`src/rtl/uart_tx_arbiter.sv`:
```
// ----------------------------------------------------------------------------
// uart_tx_arbiter
//
// Round-robin scheduler that shares one UART transmitter between NUM_REQ byte
// producers. It owns the transmitter's data/enable inputs and issues exactly
// one byte per transmitter idle period. It sequences frames by watching
// TxReady fall (frame started) and rise again (frame done).
//
// Optional feature (compile-time macro UART_TX_ARB_LOCK_EN):
//   packet lock. A byte acked with ReqLast=0 keeps the transmitter with the
//   same requester until it sends a byte with ReqLast=1, or until a busy
//   timeout. With the macro undefined, ReqLast is ignored and every byte is
//   arbitrated on its own.
//
// Parameters:
//   NUM_REQ       number of requesters (2..8)
//   GRANT_W       width of GrantId, equal to clog2(NUM_REQ)
//   BUSY_TIMEOUT  cycles allowed after issue for TxReady to fall (2..255)
//
// Ports:
//   Clk           clock shared with the transmitter
//   Reset         asynchronous active-low reset
//   ReqValid      per-requester byte pending
//   ReqData       requester i byte on [8i+7:8i]
//   ReqLast       pending byte ends a packet (lock mode only)
//   ReqAck        one-hot, one-cycle "byte consumed" pulse
//   TxDataOutput  byte to the transmitter, held between issues
//   TxEnable      one-cycle issue pulse to the transmitter
//   TxReady       transmitter idle
//   GrantId       last or current granted requester
//   Busy          high in every state except ARB
//   TimeoutErr    one-cycle pulse when TxReady failed to fall in time
// ----------------------------------------------------------------------------
module uart_tx_arbiter #(
    parameter int unsigned NUM_REQ      = 4,
    parameter int unsigned GRANT_W      = 2,
    parameter int unsigned BUSY_TIMEOUT = 16
) (
    input  logic                   Clk,
    input  logic                   Reset,
    input  logic [NUM_REQ-1:0]     ReqValid,
    input  logic [8*NUM_REQ-1:0]   ReqData,
    input  logic [NUM_REQ-1:0]     ReqLast,
    output logic [NUM_REQ-1:0]     ReqAck,
    output logic [7:0]             TxDataOutput,
    output logic                   TxEnable,
    input  logic                   TxReady,
    output logic [GRANT_W-1:0]     GrantId,
    output logic                   Busy,
    output logic                   TimeoutErr
);

    localparam int unsigned CNT_W  = 8;
    localparam int unsigned DATA_W = 8;

    typedef enum logic [1:0] {
        ST_ARB       = 2'd0,
        ST_ISSUE     = 2'd1,
        ST_WAIT_BUSY = 2'd2,
        ST_WAIT_DONE = 2'd3
    } state_e;

    // Registered state and outputs
    state_e              state_q,  state_d;
    logic [GRANT_W-1:0]  grant_q,  grant_d;
    logic [DATA_W-1:0]   data_q,   data_d;
    logic                tx_en_q,  tx_en_d;
    logic [NUM_REQ-1:0]  ack_q,    ack_d;
    logic                busy_q,   busy_d;
    logic                tmo_q,    tmo_d;
    logic [CNT_W-1:0]    cnt_q,    cnt_d;
    logic                lock_q,   lock_d;

    // Arbitration helpers
    logic [NUM_REQ-1:0]  lock_mask_c;
    logic [NUM_REQ-1:0]  elig_c;
    logic                found_c;
    logic [GRANT_W-1:0]  winner_c;
    logic [GRANT_W-1:0]  cand_c;
    logic [NUM_REQ-1:0]  win_onehot_c;
    logic [DATA_W-1:0]   win_data_c;
    logic                win_last_c;
    logic [CNT_W-1:0]    cnt_inc_c;

`ifndef UART_TX_ARB_LOCK_EN
    // Packet boundaries are irrelevant without the lock.
    logic unused_last_c;
    assign unused_last_c = ^ReqLast;
`endif

    // Eligible requesters: all valid ones, or only the holder while locked.
    always_comb begin
        lock_mask_c          = '0;
        lock_mask_c[grant_q] = 1'b1;
        elig_c               = ReqValid;
        if (lock_q) begin
            elig_c = ReqValid & lock_mask_c;
        end
    end

    // Circular search starting one past the previous grant.
    always_comb begin
        found_c  = 1'b0;
        winner_c = grant_q;
        cand_c   = grant_q;
        for (int unsigned k = 1; k <= NUM_REQ; k++) begin
            cand_c = GRANT_W'((32'(grant_q) + k) % NUM_REQ);
            if (!found_c && elig_c[cand_c]) begin
                found_c  = 1'b1;
                winner_c = cand_c;
            end
        end
    end

    // Winner's byte, packet-end flag and ack pattern.
    always_comb begin
        win_data_c             = '0;
        win_last_c             = 1'b1;
        win_onehot_c           = '0;
        win_onehot_c[winner_c] = 1'b1;
        for (int unsigned i = 0; i < NUM_REQ; i++) begin
            if (winner_c == GRANT_W'(i)) begin
                win_data_c = ReqData[8*i +: 8];
                win_last_c = ReqLast[i];
            end
        end
    end

    assign cnt_inc_c = cnt_q + CNT_W'(1);

    // Next-state and next-output logic.
    always_comb begin
        state_d = state_q;
        grant_d = grant_q;
        data_d  = data_q;
        tx_en_d = 1'b0;
        ack_d   = '0;
        tmo_d   = 1'b0;
        cnt_d   = cnt_q;
        lock_d  = lock_q;

        case (state_q)
            ST_ARB: begin
                // Issue only into an idle transmitter.
                if (TxReady && found_c) begin
                    state_d = ST_ISSUE;
                    grant_d = winner_c;
                    data_d  = win_data_c;
                    tx_en_d = 1'b1;
                    ack_d   = win_onehot_c;
`ifdef UART_TX_ARB_LOCK_EN
                    lock_d  = !win_last_c;
`endif
                end
            end

            ST_ISSUE: begin
                state_d = ST_WAIT_BUSY;
                cnt_d   = '0;
            end

            ST_WAIT_BUSY: begin
                if (!TxReady) begin
                    state_d = ST_WAIT_DONE;
                end else begin
                    cnt_d = cnt_inc_c;
                    // Transmitter never started: drop the byte and move on.
                    if (cnt_inc_c == CNT_W'(BUSY_TIMEOUT - 1)) begin
                        state_d = ST_ARB;
                        tmo_d   = 1'b1;
                        lock_d  = 1'b0;
                    end
                end
            end

            ST_WAIT_DONE: begin
                if (TxReady) begin
                    state_d = ST_ARB;
                end
            end

            default: begin
                state_d = ST_ARB;
            end
        endcase

        busy_d = (state_d != ST_ARB);
    end

    // State and output registers.
    always_ff @(posedge Clk or negedge Reset) begin
        if (!Reset) begin
            state_q <= ST_ARB;
            grant_q <= GRANT_W'(NUM_REQ - 1);
            data_q  <= '0;
            tx_en_q <= 1'b0;
            ack_q   <= '0;
            busy_q  <= 1'b0;
            tmo_q   <= 1'b0;
            cnt_q   <= '0;
            lock_q  <= 1'b0;
        end else begin
            state_q <= state_d;
            grant_q <= grant_d;
            data_q  <= data_d;
            tx_en_q <= tx_en_d;
            ack_q   <= ack_d;
            busy_q  <= busy_d;
            tmo_q   <= tmo_d;
            cnt_q   <= cnt_d;
            lock_q  <= lock_d;
        end
    end

    assign ReqAck       = ack_q;
    assign TxDataOutput = data_q;
    assign TxEnable     = tx_en_q;
    assign GrantId      = grant_q;
    assign Busy         = busy_q;
    assign TimeoutErr   = tmo_q;

`ifndef SYNTHESIS
    // Issue only into an idle transmitter.
    a_en_needs_ready: assert property (@(posedge Clk) disable iff (!Reset)
        TxEnable |-> TxReady);

    // Ack accompanies the issue pulse and names a single requester.
    a_ack_with_en: assert property (@(posedge Clk) disable iff (!Reset)
        (ReqAck != '0) == TxEnable);

    a_ack_onehot: assert property (@(posedge Clk) disable iff (!Reset)
        $onehot0(ReqAck));
`endif

endmodule

```
`config.mk`:
```
export PLATFORM = sky130hd
export DESIGN_NAME = uart_tx_arbiter
export DESIGN_NICKNAME = d
export VERILOG_FILES = /design/src/rtl/uart_tx_arbiter.sv
export SDC_FILE = /design/constraint.sdc
export NUM_CORES = 1
export LEC_CHECK = 0
export CORE_MARGIN = 5
export CORE_UTILIZATION = 30
export CTS_CLUSTER_DIAMETER = 60
export CTS_CLUSTER_SIZE = 25
export DETAILED_ROUTE_END_ITERATION = 8
export PLACE_DENSITY = 0.59
export SLEW_MARGIN = 30
export SYNTH_ARGS = -nofsm -noshare
export SYNTH_HDL_FRONTEND = slang
export SYNTH_SLANG_ARGS = --single-unit
```
`constraint.sdc`:
```
create_clock -name Clk -period 1.7 [get_ports Clk]
set_clock_uncertainty 0.1 [all_clocks]
set_input_delay 0.255 -clock Clk [delete_from_list [all_inputs] [get_ports Clk]]
set_output_delay 0.255 -clock Clk [all_outputs]
set_load 0.01 [all_outputs]
```
==> impl_metrics.csv, run 1 <==
group,metric,value,unit
detailed_routing,drtPass1Iterations,4,
setup_path,cp.required,1760,ps
detailed_routing,via_per_inst,5.12,
detailed_routing,final_antenna_net_count,0,
setup_path,crit_buf_inv,0,
sta,worst_slew_pin_slew,354,ps
placed_design,io_buffers,55,
grt,grt_pass1_vias,1764,
sta,setup_slack,-170,ps
clock_tree,tritoncts,"done",
finish,syn_to_final_growth,68.0,%
synth,synthTopCellsByArea,"dfrtp_1, o21ai_0, a21oi_1",
grt,grt_max_degree,28,
detailed_routing,drcViolationCount,0,
synth,synth-main-ff-cell,"dfrtp_1",
clock_tree,holdBufCountCts,0,
floorplan,dieArea,7640,sq um
synth,ys_warn_count,0,
setup_path,critPathMaxFanout,6,
grt,grt_pass1_wl,8590,microns
floorplan,initial_core_util,30.5,%
placed_design,hpwl,3930,microns
grt,grt_usage,14.1,%
flow_run,cap_violations,0,
clock_tree,htreeDepth,1,
synth,synth_area,1800,sq um
power_and_ir_drop,power.leakage,1.29,nW
floorplan,die_y,87.4,microns
synth,yosysTopAreaCell,"dfrtp_1",
detailed_routing,wl,5570,microns
placed_design,place_inst,349,
sta,slew-limit-headroom,76.4,%
floorplan,io_pins,60,
power_and_ir_drop,peakVddDrop,0.000694,V
clock_tree,clock_path_buffers,2,
clock_tree,cts.clk_slew.worst_paths,90,ps
finish,nets,345,
setup_path,worst-setup-path-type,"reg2reg",
status,violations,"setup timing",
finish,drive_above_1_share,30.4,%
detailed_routing,routedWlPerCell,14.9,microns
synth,synthCells,204,
synth,ys_async_sr_fraction,100,%
placed_design,routabilityCongestion,0.784,
sta,holdWs,244,ps
status,status,"complete, but fails checks",
hold_path,worstHoldPathType,"in2async",
sta,max_freq,0.535,GHz
detailed_routing,num_vias,1914,
setup_path,end_kind,"flip-flop",
synth,ys_seq_area_share,37.7,%
synth,ys_ff_latch,27,
clock_tree,cts.sinks,27,
finish,antenna_cells,0,
clock_tree,cts_made_buffers,3,
setup_path,arrival,1930,ps
sta,post-route-period-util,110,%
synth,synth_nets,249,
synth,syn_area_per_cell,8.81,sq um
floorplan,std_cell_rows,28,
sta,rsz0062_at_grt,"yes",
clock_tree,root_buffer,"clkbuf_8",
finish,layout_common_cells,"clkdlybuf4s50_1, buf_4, dfrtp_1",
sta,setup-violations-final,13,
grt,antenna_found_initial,0,
setup_path,crit_chain,"nand2b_4 > nor4_4 > a221o_2 > a221oi_2 > a21oi_1",
synth,synth-edff-count,0,
setup_path,max_stage_delay,600,ps
sta,period_needed,1870,ps
clock_tree,clk_latency,270,ps
grt,grt-ovfl-total,0,
floorplan,coreArea,5890,sq um
finish,instances_no_fill,374,
setup_path,path_delay_family,"compound AO/OA/AOI/OAI gates",
setup_path,slowest_stage,"dfstp_2",
setup_path,start_kind,"flip-flop",
finish,final_common_cell,"clkdlybuf4s50_1",
sta,hold_viol,0,
power_and_ir_drop,power_density,1370,nW/um^2
sta,slew_viol_final,0,
floorplan,fp.dieW,87.4,microns
synth,synth_cell_types,48,
detailed_routing,drtIter0Drc,112,
synth,synth_top_area_share,34.8,%
[synth_stat cells (2+ instances only)]
cell type / count
a2bb2oi_2: 2
and3_1: 5
a31oi_1: 10
buf_6: 2
and2_1: 6
o211ai_1: 4
o31ai_1: 3
nor4_1: 2
and4_1: 4
nand3_1: 5
o21bai_1: 3
dfrtp_1: 25
and2_0: 2
mux2i_1: 2
buf_4: 4
a22o_1: 2
nand2b_1: 5
nor3_1: 4
nand2_1: 12
nor2_1: 11
a21oi_1: 14
nor3b_1: 2
a221oi_2: 4
ha_1: 2
nand4_1: 3
o2bb2ai_1: 2
clkbuf_1: 4
a21o_1: 3
xnor2_1: 3
a211oi_1: 4
inv_1: 13
dfstp_2: 2
buf_2: 5
o21ai_0: 16
[per-layer routing]
layer	vias up	routed length [microns]	global-route usage [%]	part of all wire, %
li1	945	-	-	-
met4	0	40	4.04	0.72
met1	909	2510	19.6	45
met5	-	0	0	0
met2	54	2750	22.5	49
met3	6	266	2.08	4.8
[cells by family (layout without fill, tap and decap cells)]
family	after synthesis	count (layout)	share of synthesized area (%)
adder cells (fa/ha/maj)	2	2	1.39
AO/OA/AOI/OAI	72	72	28.5
XOR/XNOR	4	4	1.95
flip-flops	27	27	37.7
AND/OR/NAND/NOR	67	67	21.1
multiplexers	2	2	1.11
buffers and inverters	30	125	8.28
[registers in the layout, summed over array words and instances, names as in the netlist]
name          cells
ReqAck            4
GrantId           2
Busy              1
cnt_q             8
TimeoutErr        1
TxDataOutput      8
TxEnable          1
state_q           2
[worst reg2reg max path: cells and delay by family, from the launching register on]
family	cells	cell delay (ps)
and+or+nand+nor	2	250
AOI/OAI and AO/OA	3	810
DFF	1	600
[timing repair]
item	CTS	global route
pin swaps	10	6
setup endpoints to repair	16	17
buffers inserted	6	13
gates resized for setup	27	21
endpoints found under the hold margin	0	0
cloned	1	1
[per-stage QoR]
step                      setup TNS (ps)  setup slack (ps)  area (sq um)  power [mW]  utilization [%]
after CTS                          -1100              -148          2830        3.78             48.1
after global routing               -2200              -226          3020        4.40             51.3
after floorplan                     -311             -71.7          1820        2.22                -
final                              -1420              -170          3020        4.14             51.3
after global placement             -5290              -459          2600        3.04             44.2
after detailed placement           -5440              -486          2600        3.06             44.2
[layout make-up]
class / instances / area [sq um]
fill: 557 / 2870
multi-input combinational: 147 / 1140
inverter: 14 / 56.3
clock buffer: 4 / 45.0
timing repair buffer: 107 / 1000
sequential: 27 / 678
tap: 75 / 93.8
[final timing paths]
| path | from | slack [ps] | end | cells after the start |
|---|---|---|---|---|
| max | GrantId[1]$_DFFE_PN1P_ | -170 | TxDataOutput[1]$_DFFE_PN0P_ | 5 |
| min | Reset | 240 | cnt_q[4]$_DFFE_PN0P_ | 2 |
| max reg2reg | GrantId[1]$_DFFE_PN1P_ | -170 | TxDataOutput[1]$_DFFE_PN0P_ | 5 |
| min reg2reg | TxDataOutput[7]$_DFFE_PN0P_ | 440 | TxDataOutput[7]$_DFFE_PN0P_ | 2 |
| max in group asynchronous | Reset | 940 | GrantId[0]$_DFFE_PN1P_ | 2 |
| min in group Clk | TxDataOutput[7]$_DFFE_PN0P_ | 440 | TxDataOutput[7]$_DFFE_PN0P_ | 2 |
[report_power, final]
part	total (mW)	internal (mW)	switching (mW)	leakage (nW)
Clock	0.366	0.168	0.198	0.0228
Combinational	2.76	1.51	1.25	0.923
Sequential	1.01	0.861	0.146	0.342
Total	4.14	2.54	1.59	1.29
(Power assumes the default switching activity.)
==> run 2: changes to the inputs <==
--- a/config.mk
+++ b/config.mk
@@ -5,13 +5,16 @@
 export SDC_FILE = /design/constraint.sdc
 export NUM_CORES = 1
 export LEC_CHECK = 0
+export CELL_PAD_IN_SITES_DETAIL_PLACEMENT = 1
+export CELL_PAD_IN_SITES_GLOBAL_PLACEMENT = 1
 export CORE_MARGIN = 5
 export CORE_UTILIZATION = 30
 export CTS_CLUSTER_DIAMETER = 60
 export CTS_CLUSTER_SIZE = 25
 export DETAILED_ROUTE_END_ITERATION = 8
-export PLACE_DENSITY = 0.59
+export PLACE_DENSITY = 0.76
 export SLEW_MARGIN = 30
 export SYNTH_ARGS = -nofsm -noshare
 export SYNTH_HDL_FRONTEND = slang
 export SYNTH_SLANG_ARGS = --single-unit
+export TNS_END_PERCENT = 10
==> run 2 against run 1 <==
Against the previous run:
- the run still ends with setup timing left
- non-clock buffer count decreased by 8
- hold slack improved by 13 ps
- total power decreased by 8.3%
- critical path depth increased by 1
- critical path type unchanged
- largest cell class unchanged
- highest routed layer unchanged
==> impl_metrics.csv, run 2 (synthesis results as in run 1) <==
group,metric,value,unit
grt,grt_max_degree,28,
grt,antenna_found_initial,0,
setup_path,r2r-end,"TxDataOutput[0]$_DFFE_PN0P_",
floorplan,initial_core_util,30.5,%
sta,rsz0062_at_grt,"yes",
setup_path,end_kind,"flip-flop",
finish,fillers,689,
placed_design,dpl_cell_area,2670,sq um
placed_design,io_buffers,55,
sta,slew-limit-headroom,66.4,%
power_and_ir_drop,clockPowerShare,9.6,%
hold_path,worstHoldPathType,"in2async",
finish,drive_above_1_share,24.7,%
grt,grt_pass1_wl,9670,microns
clock_tree,clock_path_buffers,2,
flow_run,cap_violations,0,
power_and_ir_drop,pwr-share-comb,63.8,%
power_and_ir_drop,internal-power,2.29,mW
sta,period_needed,1910,ps
setup_path,max_stage_delay,570,ps
detailed_routing,drtIter0Drc,79,
power_and_ir_drop,sw_frac_of_total,39.7,%
status,violations,"setup timing",
setup_path,crit_buf_inv,1,
grt,grt-ovfl-total,0,
placed_design,dpl_worst_slack,-435,ps
clock_tree,tritoncts,"done",
setup_path,crit_chain,"buf_6 > nand2b_4 > nor4_2 > a221o_2 > a221oi_2 > a21oi_1",
finish,stdcell_area,2830,sq um
setup_path,path_delay_family,"compound AO/OA/AOI/OAI gates",
finish,antenna_cells,0,
floorplan,dieArea,7640,sq um
floorplan,die_y,87.4,microns
floorplan,std_cell_rows,28,
sta,worst_slew_pin_slew,503,ps
clock_tree,cts.clk_slew.worst_paths,90,ps
power_and_ir_drop,peakVddDrop,0.000674,V
sta,hold_viol,0,
finish,nets,337,
detailed_routing,final_antenna_net_count,0,
power_and_ir_drop,power_density,1340,nW/um^2
finish,layout_common_cells,"clkdlybuf4s50_1, buf_4, dfrtp_1",
finish,regArea,679,sq um
floorplan,io_pins,60,
setup_path,critPathMaxFanout,5,
status,status,"complete, but fails checks",
detailed_routing,wl,5980,microns
grt,grt_usage,15.9,%
detailed_routing,drcViolationCount,0,
sta,slew_viol_final,0,
placed_design,place_inst,358,
detailed_routing,num_vias,1874,
grt,grt_pass1_vias,1998,
clock_tree,cts_made_buffers,3,
setup_path,slowest_stage,"dfstp_2",
finish,multiInputGateArea,1060,sq um
setup_path,r2r_start,"GrantId[1]$_DFFE_PN1P_",
detailed_routing,routedWlPerCell,16.3,microns
setup_path,r2r_slack,-210,ps
sta,finalSetupTns,-1620,ps
clock_tree,htreeDepth,1,
sta,setup_slack,-211,ps
setup_path,rr_worst_depth,6,
sta,max_freq,0.523,GHz
detailed_routing,drtPass1Iterations,4,
sta,holdWs,257,ps
setup_path,cp.required,1760,ps
sta,setup-violations-final,12,
floorplan,fp.dieW,87.4,microns
clock_tree,root_buffer,"clkbuf_8",
finish,syn_to_final_growth,57.1,%
clock_tree,cts.sinks,27,
sta,post-route-period-util,112,%
placed_design,hpwl,4620,microns
placed_design,routabilityCongestion,0.855,
finish,final_common_cell,"clkdlybuf4s50_1",
setup_path,worst-setup-path-type,"reg2reg",
finish,instances_no_fill,366,
power_and_ir_drop,power.leakage,1.21,nW
clock_tree,clk_latency,270,ps
power_and_ir_drop,p_switching,1.51,mW
setup_path,arrival,1970,ps
setup_path,start_kind,"flip-flop",
power_and_ir_drop,seqPwrFrac,26.6,%
floorplan,coreArea,5890,sq um
clock_tree,holdBufCountCts,0,
detailed_routing,via_per_inst,5.12,
-- run 2: area by class of cell --
cell class,count,area share (%)
flip-flops and latches,27,24.0
well taps,75,3.32
clock buffers,4,1.59
repair buffers,99,31.8
multi-input cells,147,37.4
inverters,14,1.86
-- run 2: timing repair --
item,CTS,global route
setup endpoints to repair,15,19
buffers inserted,3,1
pin swaps,2,5
resized for setup,13,14
-- run 2: worst reg2reg max path, cell delays in order, from the launching register on --
cell	delay [ps]
dfstp_2	570
buf_6	120
nand2b_4	160
nor4_2	50
a221o_2	400
a221oi_2	310
a21oi_1	90
-- run 2: per-stage QoR --
stage | util (%) | power, mW
after floorplan | - | 2.20
after global placement | 45.4 | 3.16
after detailed placement | 45.4 | 3.22
after CTS | 47.1 | 3.71
after global routing | 48.0 | 4.09
final | 48.0 | 3.79
-- run 2: metal layers --
| metal | global-route usage, % | wire [microns] | up-vias |
|---|---|---|---|
| met5 | 0 | 0 | - |
| met3 | 2.18 | 207 | 4 |
| met4 | 3.49 | 50 | 0 |
| met2 | 27.0 | 2990 | 39 |
| met1 | 21.4 | 2730 | 912 |
| li1 | - | - | 919 |
-- run 2: worst max-delay path by stage --
stage,end,startpoint,depth (start not counted)
floorplan,TxDataOutput[6]$_DFFE_PN0P_,GrantId[1]$_DFFE_PN1P_,6
global route,TxDataOutput[0]$_DFFE_PN0P_,GrantId[1]$_DFFE_PN1P_,6
detailed placement,TxDataOutput[3]$_DFFE_PN0P_,ReqValid[0],7
global placement,TxDataOutput[1]$_DFFE_PN0P_,ReqValid[3],9
CTS,TxDataOutput[6]$_DFFE_PN0P_,GrantId[1]$_DFFE_PN1P_,7
finish,TxDataOutput[0]$_DFFE_PN0P_,GrantId[1]$_DFFE_PN1P_,6
-- run 2: power groups by stage --
stage / Combinational [mW] / Clock, mW / Sequential [mW]
final: 2.42 / 0.365 / 1.01
after floorplan: 1.15 / 0 / 1.05
after global routing: 2.63 / 0.409 / 1.05
after CTS: 2.31 / 0.391 / 1.01
after detailed placement: 2.18 / 0 / 1.04
after global placement: 2.12 / 0 / 1.04
